## src/rtl/fft_post_pkg.sv

```systemverilog
// Shared types and helpers for the FFT post-processing stage (power + peak).
package fft_post_pkg;

  localparam int DEF_FFT_SIZE   = 1024;
  localparam int DEF_DATA_WIDTH = 16;
  localparam int DEF_SKIP_DC    = 1;
  localparam int DEF_PWR_WIDTH  = 2 * DEF_DATA_WIDTH;
  localparam int DEF_BIN_WIDTH  = $clog2(DEF_FFT_SIZE);

  // One complex FFT bin as it arrives on the input bus: {re, im}.
  typedef struct packed {
    logic signed [DEF_DATA_WIDTH-1:0] re;
    logic signed [DEF_DATA_WIDTH-1:0] im;
  } complex_t;

  // One beat of the power output stream.
  typedef struct packed {
    logic [DEF_PWR_WIDTH-1:0] pwr;
    logic [DEF_BIN_WIDTH-1:0] bin;
    logic                     last;
  } pwr_beat_t;

  // Squared magnitude re^2 + im^2. Each square is at most 2^(2DW-2), so the
  // sum (at most 2^(2DW-1)) always fits in 2*DW unsigned bits.
  function automatic logic [DEF_PWR_WIDTH-1:0] sq_mag(input complex_t c);
    logic signed [DEF_PWR_WIDTH-1:0] re_e;
    logic signed [DEF_PWR_WIDTH-1:0] im_e;
    logic        [DEF_PWR_WIDTH-1:0] re_sq;
    logic        [DEF_PWR_WIDTH-1:0] im_sq;
    re_e  = DEF_PWR_WIDTH'(c.re);
    im_e  = DEF_PWR_WIDTH'(c.im);
    re_sq = unsigned'(re_e * re_e);
    im_sq = unsigned'(im_e * im_e);
    return re_sq + im_sq;
  endfunction

endpackage

```

## src/rtl/fft_elastic_reg.sv

```systemverilog
// Single valid/ready pipeline register. Loads whenever it is empty or its
// current contents are being taken downstream, so it runs at full rate and
// never inserts bubbles.
module fft_elastic_reg #(
  parameter int WIDTH = 8
) (
  input  logic             i_clk,
  input  logic             i_rst_n,
  input  logic             i_valid,
  input  logic [WIDTH-1:0] i_data,
  output logic             o_ready,
  output logic             o_valid,
  output logic [WIDTH-1:0] o_data,
  input  logic             i_ready
);

  logic             r_valid;
  logic [WIDTH-1:0] r_data;
  logic             w_load_en;

  // Upstream may push when this stage is empty or is draining this cycle.
  assign w_load_en = !r_valid || i_ready;
  assign o_ready   = w_load_en;
  assign o_valid   = r_valid;
  assign o_data    = r_data;

  // Stage occupancy and payload; payload only changes on a real load.
  always_ff @(posedge i_clk or negedge i_rst_n) begin
    if (!i_rst_n) begin
      r_valid <= 1'b0;
      r_data  <= {WIDTH{1'b0}};
    end else if (w_load_en) begin
      r_valid <= i_valid;
      if (i_valid) begin
        r_data <= i_data;
      end else begin
        r_data <= r_data;
      end
    end else begin
      r_valid <= r_valid;
      r_data  <= r_data;
    end
  end

endmodule

```

## src/rtl/fft_power_peak.sv

```systemverilog
// FFT bin post-processing: two-stage |X[k]|^2 pipeline with bin/last tags,
// plus a per-frame peak tracker that pulses its result after the last bin.
module fft_power_peak
  import fft_post_pkg::*;
#(
  parameter int FFT_SIZE   = DEF_FFT_SIZE,
  parameter int DATA_WIDTH = DEF_DATA_WIDTH,
  parameter int SKIP_DC    = DEF_SKIP_DC
) (
  input  logic                          clk_i,
  input  logic                          rst_ni,
  input  logic                          fft_in_valid_i,
  input  logic [2*DATA_WIDTH-1:0]       fft_in_data_i,
  output logic                          fft_in_ready_o,
  output logic                          pwr_valid_o,
  output logic [2*DATA_WIDTH-1:0]       pwr_data_o,
  output logic [$clog2(FFT_SIZE)-1:0]   pwr_bin_o,
  output logic                          pwr_last_o,
  input  logic                          pwr_ready_i,
  output logic                          peak_valid_o,
  output logic [$clog2(FFT_SIZE)-1:0]   peak_bin_o,
  output logic [2*DATA_WIDTH-1:0]       peak_pwr_o
);

  localparam int PW  = 2 * DATA_WIDTH;
  localparam int BW  = $clog2(FFT_SIZE);
  localparam int S1W = 2 * PW + BW + 1;
  localparam int S2W = PW + BW + 1;
  localparam logic [BW-1:0] LAST_BIN  = BW'(FFT_SIZE - 1);
  // Restart value of the tracker: the first bin allowed to win a frame, so an
  // all-zero frame reports that bin.
  localparam logic [BW-1:0] FIRST_BIN = (SKIP_DC != 0) ? BW'(1) : BW'(0);

  // ---------------- input side: squares and bin tagging ----------------
  logic signed [DATA_WIDTH-1:0] w_re;
  logic signed [DATA_WIDTH-1:0] w_im;
  logic signed [PW-1:0]         w_re_ext;
  logic signed [PW-1:0]         w_im_ext;
  logic        [PW-1:0]         w_re_sq;
  logic        [PW-1:0]         w_im_sq;
  logic                         w_in_accept;
  logic [S1W-1:0]               w_s1_in;
  logic [BW-1:0]                r_bin_cnt;

  assign w_re     = $signed(fft_in_data_i[2*DATA_WIDTH-1:DATA_WIDTH]);
  assign w_im     = $signed(fft_in_data_i[DATA_WIDTH-1:0]);
  assign w_re_ext = PW'(w_re);
  assign w_im_ext = PW'(w_im);
  // Squares are non-negative and below 2^(PW-1), so reading them unsigned is exact.
  assign w_re_sq  = unsigned'(w_re_ext * w_re_ext);
  assign w_im_sq  = unsigned'(w_im_ext * w_im_ext);

  assign w_in_accept = fft_in_valid_i && fft_in_ready_o;
  assign w_s1_in     = {w_re_sq, w_im_sq, r_bin_cnt, (r_bin_cnt == LAST_BIN)};

  // Bin counter: one step per accepted input beat, wrapping at the frame end.
  always_ff @(posedge clk_i or negedge rst_ni) begin
    if (!rst_ni) begin
      r_bin_cnt <= {BW{1'b0}};
    end else if (w_in_accept) begin
      if (r_bin_cnt == LAST_BIN) begin
        r_bin_cnt <= {BW{1'b0}};
      end else begin
        r_bin_cnt <= r_bin_cnt + BW'(1);
      end
    end else begin
      r_bin_cnt <= r_bin_cnt;
    end
  end

  // ---------------- S1: registered squares ----------------
  logic           w_s1_valid;
  logic [S1W-1:0] w_s1_data;
  logic           w_s2_ready;
  logic [PW-1:0]  w_s1_re_sq;
  logic [PW-1:0]  w_s1_im_sq;
  logic [BW-1:0]  w_s1_bin;
  logic           w_s1_last;
  logic [PW-1:0]  w_sum;
  logic [S2W-1:0] w_s2_in;
  logic [S2W-1:0] w_s2_data;

  fft_elastic_reg #(.WIDTH(S1W)) u_s1 (
    .i_clk   (clk_i),
    .i_rst_n (rst_ni),
    .i_valid (fft_in_valid_i),
    .i_data  (w_s1_in),
    .o_ready (fft_in_ready_o),
    .o_valid (w_s1_valid),
    .o_data  (w_s1_data),
    .i_ready (w_s2_ready)
  );

  assign {w_s1_re_sq, w_s1_im_sq, w_s1_bin, w_s1_last} = w_s1_data;
  // Cannot overflow: the largest possible sum is exactly 2^(PW-1).
  assign w_sum   = w_s1_re_sq + w_s1_im_sq;
  assign w_s2_in = {w_sum, w_s1_bin, w_s1_last};

  // ---------------- S2: registered sum, drives the output port ----------------
  fft_elastic_reg #(.WIDTH(S2W)) u_s2 (
    .i_clk   (clk_i),
    .i_rst_n (rst_ni),
    .i_valid (w_s1_valid),
    .i_data  (w_s2_in),
    .o_ready (w_s2_ready),
    .o_valid (pwr_valid_o),
    .o_data  (w_s2_data),
    .i_ready (pwr_ready_i)
  );

  assign {pwr_data_o, pwr_bin_o, pwr_last_o} = w_s2_data;

  // ---------------- peak tracker ----------------
  logic          w_out_accept;
  logic          w_eligible;
  logic [PW-1:0] w_cand_pwr;
  logic [BW-1:0] w_cand_bin;
  logic [PW-1:0] r_max_pwr;
  logic [BW-1:0] r_max_bin;
  logic          r_peak_valid;
  logic [BW-1:0] r_peak_bin;
  logic [PW-1:0] r_peak_pwr;

  assign w_out_accept = pwr_valid_o && pwr_ready_i;
  assign w_eligible   = (SKIP_DC == 0) || (pwr_bin_o != {BW{1'b0}});

  // Running maximum including the beat being accepted now; strict compare keeps the lowest bin on ties.
  always_comb begin
    w_cand_pwr = r_max_pwr;
    w_cand_bin = r_max_bin;
    if (w_out_accept && w_eligible && (pwr_data_o > r_max_pwr)) begin
      w_cand_pwr = pwr_data_o;
      w_cand_bin = pwr_bin_o;
    end else begin
      w_cand_pwr = r_max_pwr;
      w_cand_bin = r_max_bin;
    end
  end

  // Tracker state and frame-end result; the result registers hold until the next frame end.
  always_ff @(posedge clk_i or negedge rst_ni) begin
    if (!rst_ni) begin
      r_max_pwr    <= {PW{1'b0}};
      r_max_bin    <= FIRST_BIN;
      r_peak_valid <= 1'b0;
      r_peak_bin   <= {BW{1'b0}};
      r_peak_pwr   <= {PW{1'b0}};
    end else if (w_out_accept && pwr_last_o) begin
      r_peak_valid <= 1'b1;
      r_peak_bin   <= w_cand_bin;
      r_peak_pwr   <= w_cand_pwr;
      r_max_pwr    <= {PW{1'b0}};
      r_max_bin    <= FIRST_BIN;
    end else begin
      r_peak_valid <= 1'b0;
      r_peak_bin   <= r_peak_bin;
      r_peak_pwr   <= r_peak_pwr;
      r_max_pwr    <= w_cand_pwr;
      r_max_bin    <= w_cand_bin;
    end
  end

  assign peak_valid_o = r_peak_valid;
  assign peak_bin_o   = r_peak_bin;
  assign peak_pwr_o   = r_peak_pwr;

endmodule

```

## config.mk

```make
export PLATFORM = sky130hd
export DESIGN_NAME = fft_power_peak
export DESIGN_NICKNAME = d
export VERILOG_FILES = /design/src/rtl/fft_post_pkg.sv /design/src/rtl/fft_elastic_reg.sv /design/src/rtl/fft_power_peak.sv
export SDC_FILE = /design/constraint.sdc
export NUM_CORES = 2
export LEC_CHECK = 0
export ABC_CLOCK_PERIOD_IN_PS = 2600
export BUFFER_PORTS_ARGS = -buffer_cell sky130_fd_sc_hd__buf_4
export CORE_ASPECT_RATIO = 2
export CORE_MARGIN = 2
export CORE_UTILIZATION = 30
export CTS_CLUSTER_SIZE = 28
export DETAILED_ROUTE_END_ITERATION = 6
export GPL_TIMING_DRIVEN = 1
export PLACE_DENSITY = 0.57
export SYNTH_ARGS = -nofsm -noshare
export SYNTH_HDL_FRONTEND = slang
export SYNTH_SLANG_ARGS = --single-unit
```

## constraint.sdc

```tcl
create_clock -name clk_i -period 2.6 [get_ports clk_i]
set_input_delay 0.52 -clock clk_i [delete_from_list [all_inputs] [get_ports clk_i]]
set_output_delay 0.52 -clock clk_i [all_outputs]
set_load 0.02 [all_outputs]
```

# After elaboration in Yosys (flattened, before gate mapping)
# Cells that the tools add are included.
word_totals:
  latchBits: 0
  register_bits: 215
  in_bits: 36
  word_cells: 34
  rom_bits: 0
  mem_count: 0
  ramBits: 0
  out_inout_bits: 88
op_classes:
  div: 0
  addsub: 2
  eq_ne: 1
  magnitude_cmp: 1
  shift: 0
  mux: 6
  n_bitwise: 0
  n_mul: 2
  n_reduce_logical: 12
op_table:
  columns: ["cell", "count"]
  rows:
  - ["16-bit by 16-bit multiplier with 32-bit output", 2]
  - ["32-bit two-way mux", 2]
  - ["32-bit adder", 1]
  - ["32-bit greater-than comparator", 1]
  - ["10-bit two-way mux", 3]
  - ["10-bit by 1-bit adder with 10-bit output, second input constant", 1]
  - ["10-bit == test, second input constant", 1]
  - ["10-bit nonzero test", 1]
  - ["1-bit logical AND", 5]
  - ["2-bit AND reduction", 2]
  - ["1-bit logical NOT", 2]
  - ["1-bit logical OR", 2]
  - ["1-bit two-way mux", 1]

# Longest topological paths before layout
depth:
  word_depth: 5
  mapped_depth: 25
  mapped_depth_nobuf: 25

# Hierarchy
# Synthesis repeated with hierarchy kept, for this count alone.
hier_totals:
  hier_cells: 2859
  hier_area_um2: 28670.0
modules_own_cells:
  columns: ["mod", "area_per_inst_um2", "cells_per_inst", "seq_area_each_um2", "instances"]
  rows:
  - ["fft_power_peak", 23767.8, 2603, 2378.5, 1]
  - ["fft_elastic_reg (u_s1)", 3090.5, 162, 1901.8, 1]
  - ["fft_elastic_reg (u_s2)", 1811.7, 94, 1101.1, 1]

# Least setup slack after synthesis
# OpenSTA, ideal clock, no wires.
synth_path:
  path_type: "input -> register"
  start: "input port fft_in_data_i[5]"
  end: "register u_s1.r_data[41], in the netlist u_s1.o_data[41]"
  required_time_ps: 2473
  setup_ps: 127
  path_stages: 23
  slack_ps: -3890
  arrival_ps: 6363
  n_path_buf: 2
  path_cell_list: "clkbuf_1 > clkbuf_1 > nand2_1 > fa_1 > fa_1 > fa_1 > inv_1 > fa_1 > fa_1 > inv_1 > fa_1 > inv_1 > ha_1 > a21o_1 > a21o_1 > a21oi_1 > o2111a_1 > o21ai_1 > a221o_1 > a311o_1 > a21oi_1 > mux2i_1 > nand3_1"
synth_via:
  elab_chain_len: 1
synth_rtl:
  columns: ["element", "line_no", "rtl"]
  rows:
  - ["from (decl)", "fft_power_peak.sv:13", "input logic [2*DATA_WIDTH-1:0] fft_in_data_i,"]
  - ["16-bit by 16-bit multiplier with 32-bit output", "fft_power_peak.sv:51", "assign w_im_sq = unsigned'(w_im_ext * w_im_ext);"]
  - ["to (signal assigned)", "fft_elastic_reg.sv:35", "r_data <= i_data;"]
  - ["to (signal assigned)", "fft_elastic_reg.sv:37", "r_data <= r_data;"]
  - ["to (signal assigned)", "fft_elastic_reg.sv:41", "r_data <= r_data;"]
  - ["to (decl)", "fft_elastic_reg.sv:18", "logic [WIDTH-1:0] r_data;"]
# No other way between the ends.
# A chain may end at the register's enable or synchronous reset.

# Worst setup path in the final report
layout_path:
  start: "input port fft_in_data_i[5]"
  end: "register u_s1.r_data[39], in the netlist u_s1.o_data[39]"
# Same word-level chain as after synthesis.

==> metrics.txt <==
status finished, violations left; failing checks setup timing; CP Launch Type input port; pin count of the biggest net entering global routing 65; Post-synth EDFFs 0; most frequent cell after synthesis inv_1; Cell variety after synth 57; dpl cells between 4k and 5k; Mapped Nets about 3.7k; Final Skew about 18 ps; Post-Syn Area 27600 µm²; TritonCTS clock tree done; Detailed Route Iter0 Violations between 700 and 800; # rows about 160; RSZ-0062 raised after global routing true; syn_area_per_cell between 9 and 10 µm²; Yosys warning total 0; relative slew slack 54.3%; DRC 0; f_max approximately 0.17 GHz; # fillers 8823; Die ar. around 95000 µm²; Worst EP arrival 6180 ps; register area between 5000 and 6000 µm²; CTS root buf clkbuf_16; final-stage net count between 4k and 5k; Core Region around 90000 µm²; synthesis-to-finish area growth 39.6%; total clock sinks ~210; drt first pass iters 4; Pins Over Slew Limit 0; Tmin final about 5800 ps; Synth top cells by count inv_1 (697), fa_1 (469), nand2_1 (351); Synth area leader fa_1; WL final 77.6 mm; first-pass GRT wire length roughly 120 mm; Clock Path Buffers 3; top cell type's share of synthesized area about a third; Vias between 20k and 25k; final core utilization a little over two fifths; share of cells above drive strength 1 around 34%; Finished Layout Cells between 4k and 5k; final setup fails roughly 140; Ant. Diodes 0; #FFs+latches synth 213; Overflow after GRT 0; ys async rst share 100%; Detail Placement HPWL 65.7 mm; Worst Tran Pin Value around 680 ps; IO Pins roughly 120; initial antenna violation count 0; CP Capture Type register; WP data required 2990 ps; worst skew pair latency a little over 500 ps; Multi-input gate area 22000 µm²; Final WS setup -3180 ps; vias in the first global route between 20k and 25k; total CTS buffers 21; initial cell density of the core 30.2%; GPL Wtd Cong approximately 0.92; synth top area cells fa_1 (34%), dfrtp_1 (19%), ha_1 (11%), inv_1 (9.5%), nand2_1 (4.8%); final hold violations 0; Crit Path Category in2reg; I/O Buffers ~120; Synth Flop Type dfrtp_1; drt via density roughly 4.5; H-tree depth 1; sequential share of the synthesized area roughly a fifth; Max FO, Critical Path 6; GRT Total Usage 16.7%; post-detailed-route count of antenna-violating nets 0; WL/cell 16.1 µm; final worst-path cycle share 222%; die span in y 433 µm; chip width ~220 µm; Max-Cap Viols 0; clock-pin slew on the worst setup and hold paths roughly 70 ps; Hold Crit Class in2reg; Synth Instances approximately 3k
## per-layer routing
layer	vias up	track usage [%]	wire [µm]
li1	10300	-	-
met1	10900	15.0	24900
met2	343	35.3	46400
met3	205	0.836	1360
met4	0	9.50	4960
met5	-	0	0
## final cells by class
| cell class | count | area share [%] |
|---|---|---|
| Sequential cell | 213 | 13.9 |
| Inverter | 700 | 6.88 |
| Clock inverter | 14 | 0.328 |
| Timing Repair Buffer | 728 | 16.4 |
| Multi-Input combinational cell | 1940 | 57.3 |
| Clock buffer | 23 | 1.41 |
| Tap cell | 1192 | 3.87 |
## worst max-delay path, stage by stage
cell and delay, ps:
buf_8 110, and2_4 160, fa_1 570, inv_2 50
fa_1 530, inv_1 50, fa_1 490, fa_1 440
fa_1 500, inv_1 50, fa_1 500, inv_2 50
ha_4 210, a21o_1 150, a21o_1 180, a21oi_2 140
o2111a_1 220, o21ai_1 80, a221o_1 330, a311o_1 340
a21oi_2 190, nor4b_2 70, a211o_1 240
## stage by stage
stage          TNS (ps)  hold slack [ps]  area (µm²)  worst slack (ps)
2_1_floorplan   -133230              224       28600             -3490
3_3_place_gp    -185470              437       34500             -3780
3_5_place_dp    -185800              437       34500             -3830
4_1_cts         -137600              226       37300             -3170
5_1_grt         -159090              249       38500             -3380
6_report        -136800              245       38500             -3180
## path summary, 6_finish.rpt
kind / startpoint / depth (start not counted) / to / slack (ps)
max: fft_in_data_i[5] / 23 / u_s1.o_data[39] / -3180
min: fft_in_valid_i / 2 / u_s1.o_valid / 240
max reg2reg: u_s2.o_data[28] / 14 / peak_pwr_o[21] / -190
min reg2reg: u_s1.o_data[1] / 2 / u_s1.o_data[1] / 470
max in group asynchronous: rst_ni / 3 / u_s2.o_data[26] / 1410
min in group asynchronous: rst_ni / 2 / r_max_bin[7] / 500
## cell usage in the layout (no fill, tap or decap), types with 39 or more instances in the layout
master / n
a21oi_2: 39
and2_1: 40
a21o_1: 41
nor2_1: 115
dfrtp_1: 210
o21ai_0: 42
inv_1: 635
xnor2_1: 46
fa_1: 439
buf_4: 595
buf_6: 83
nand2_1: 319
ha_1: 179
ha_4: 59
inv_2: 57
o21ai_1: 98
## logic make-up after synthesis
kind of cell	share of synthesized area [%]
buf+inv	10.7
fa+ha+maj	45.0
flops	19.3
simple gates	10.7
xor+xnor	3.68
mux	2.21
compound gates	8.37
## repair_timing
action,4_1_cts,5_1_grt
pin swaps,233,173
setup buffers,59,33
gates cloned,4,1
hold buffers,1,0
endpoints found under the setup margin,158,157
resized for setup,420,231
hold endpoints to repair,37,0
## flip-flops by register name (all words and copies together), names as in the netlist
register / cells
peak_bin_o: 10
peak_pwr_o: 32
peak_valid_o: 1
r_bin_cnt: 10
r_max_bin: 10
r_max_pwr: 32
u_s1.o_data: 73
u_s1.o_valid: 1
u_s2.o_data: 43
u_s2.o_valid: 1
Power is not shown: default switching activity piles up to over one toggle a cycle in this logic, so the estimate is an artifact.
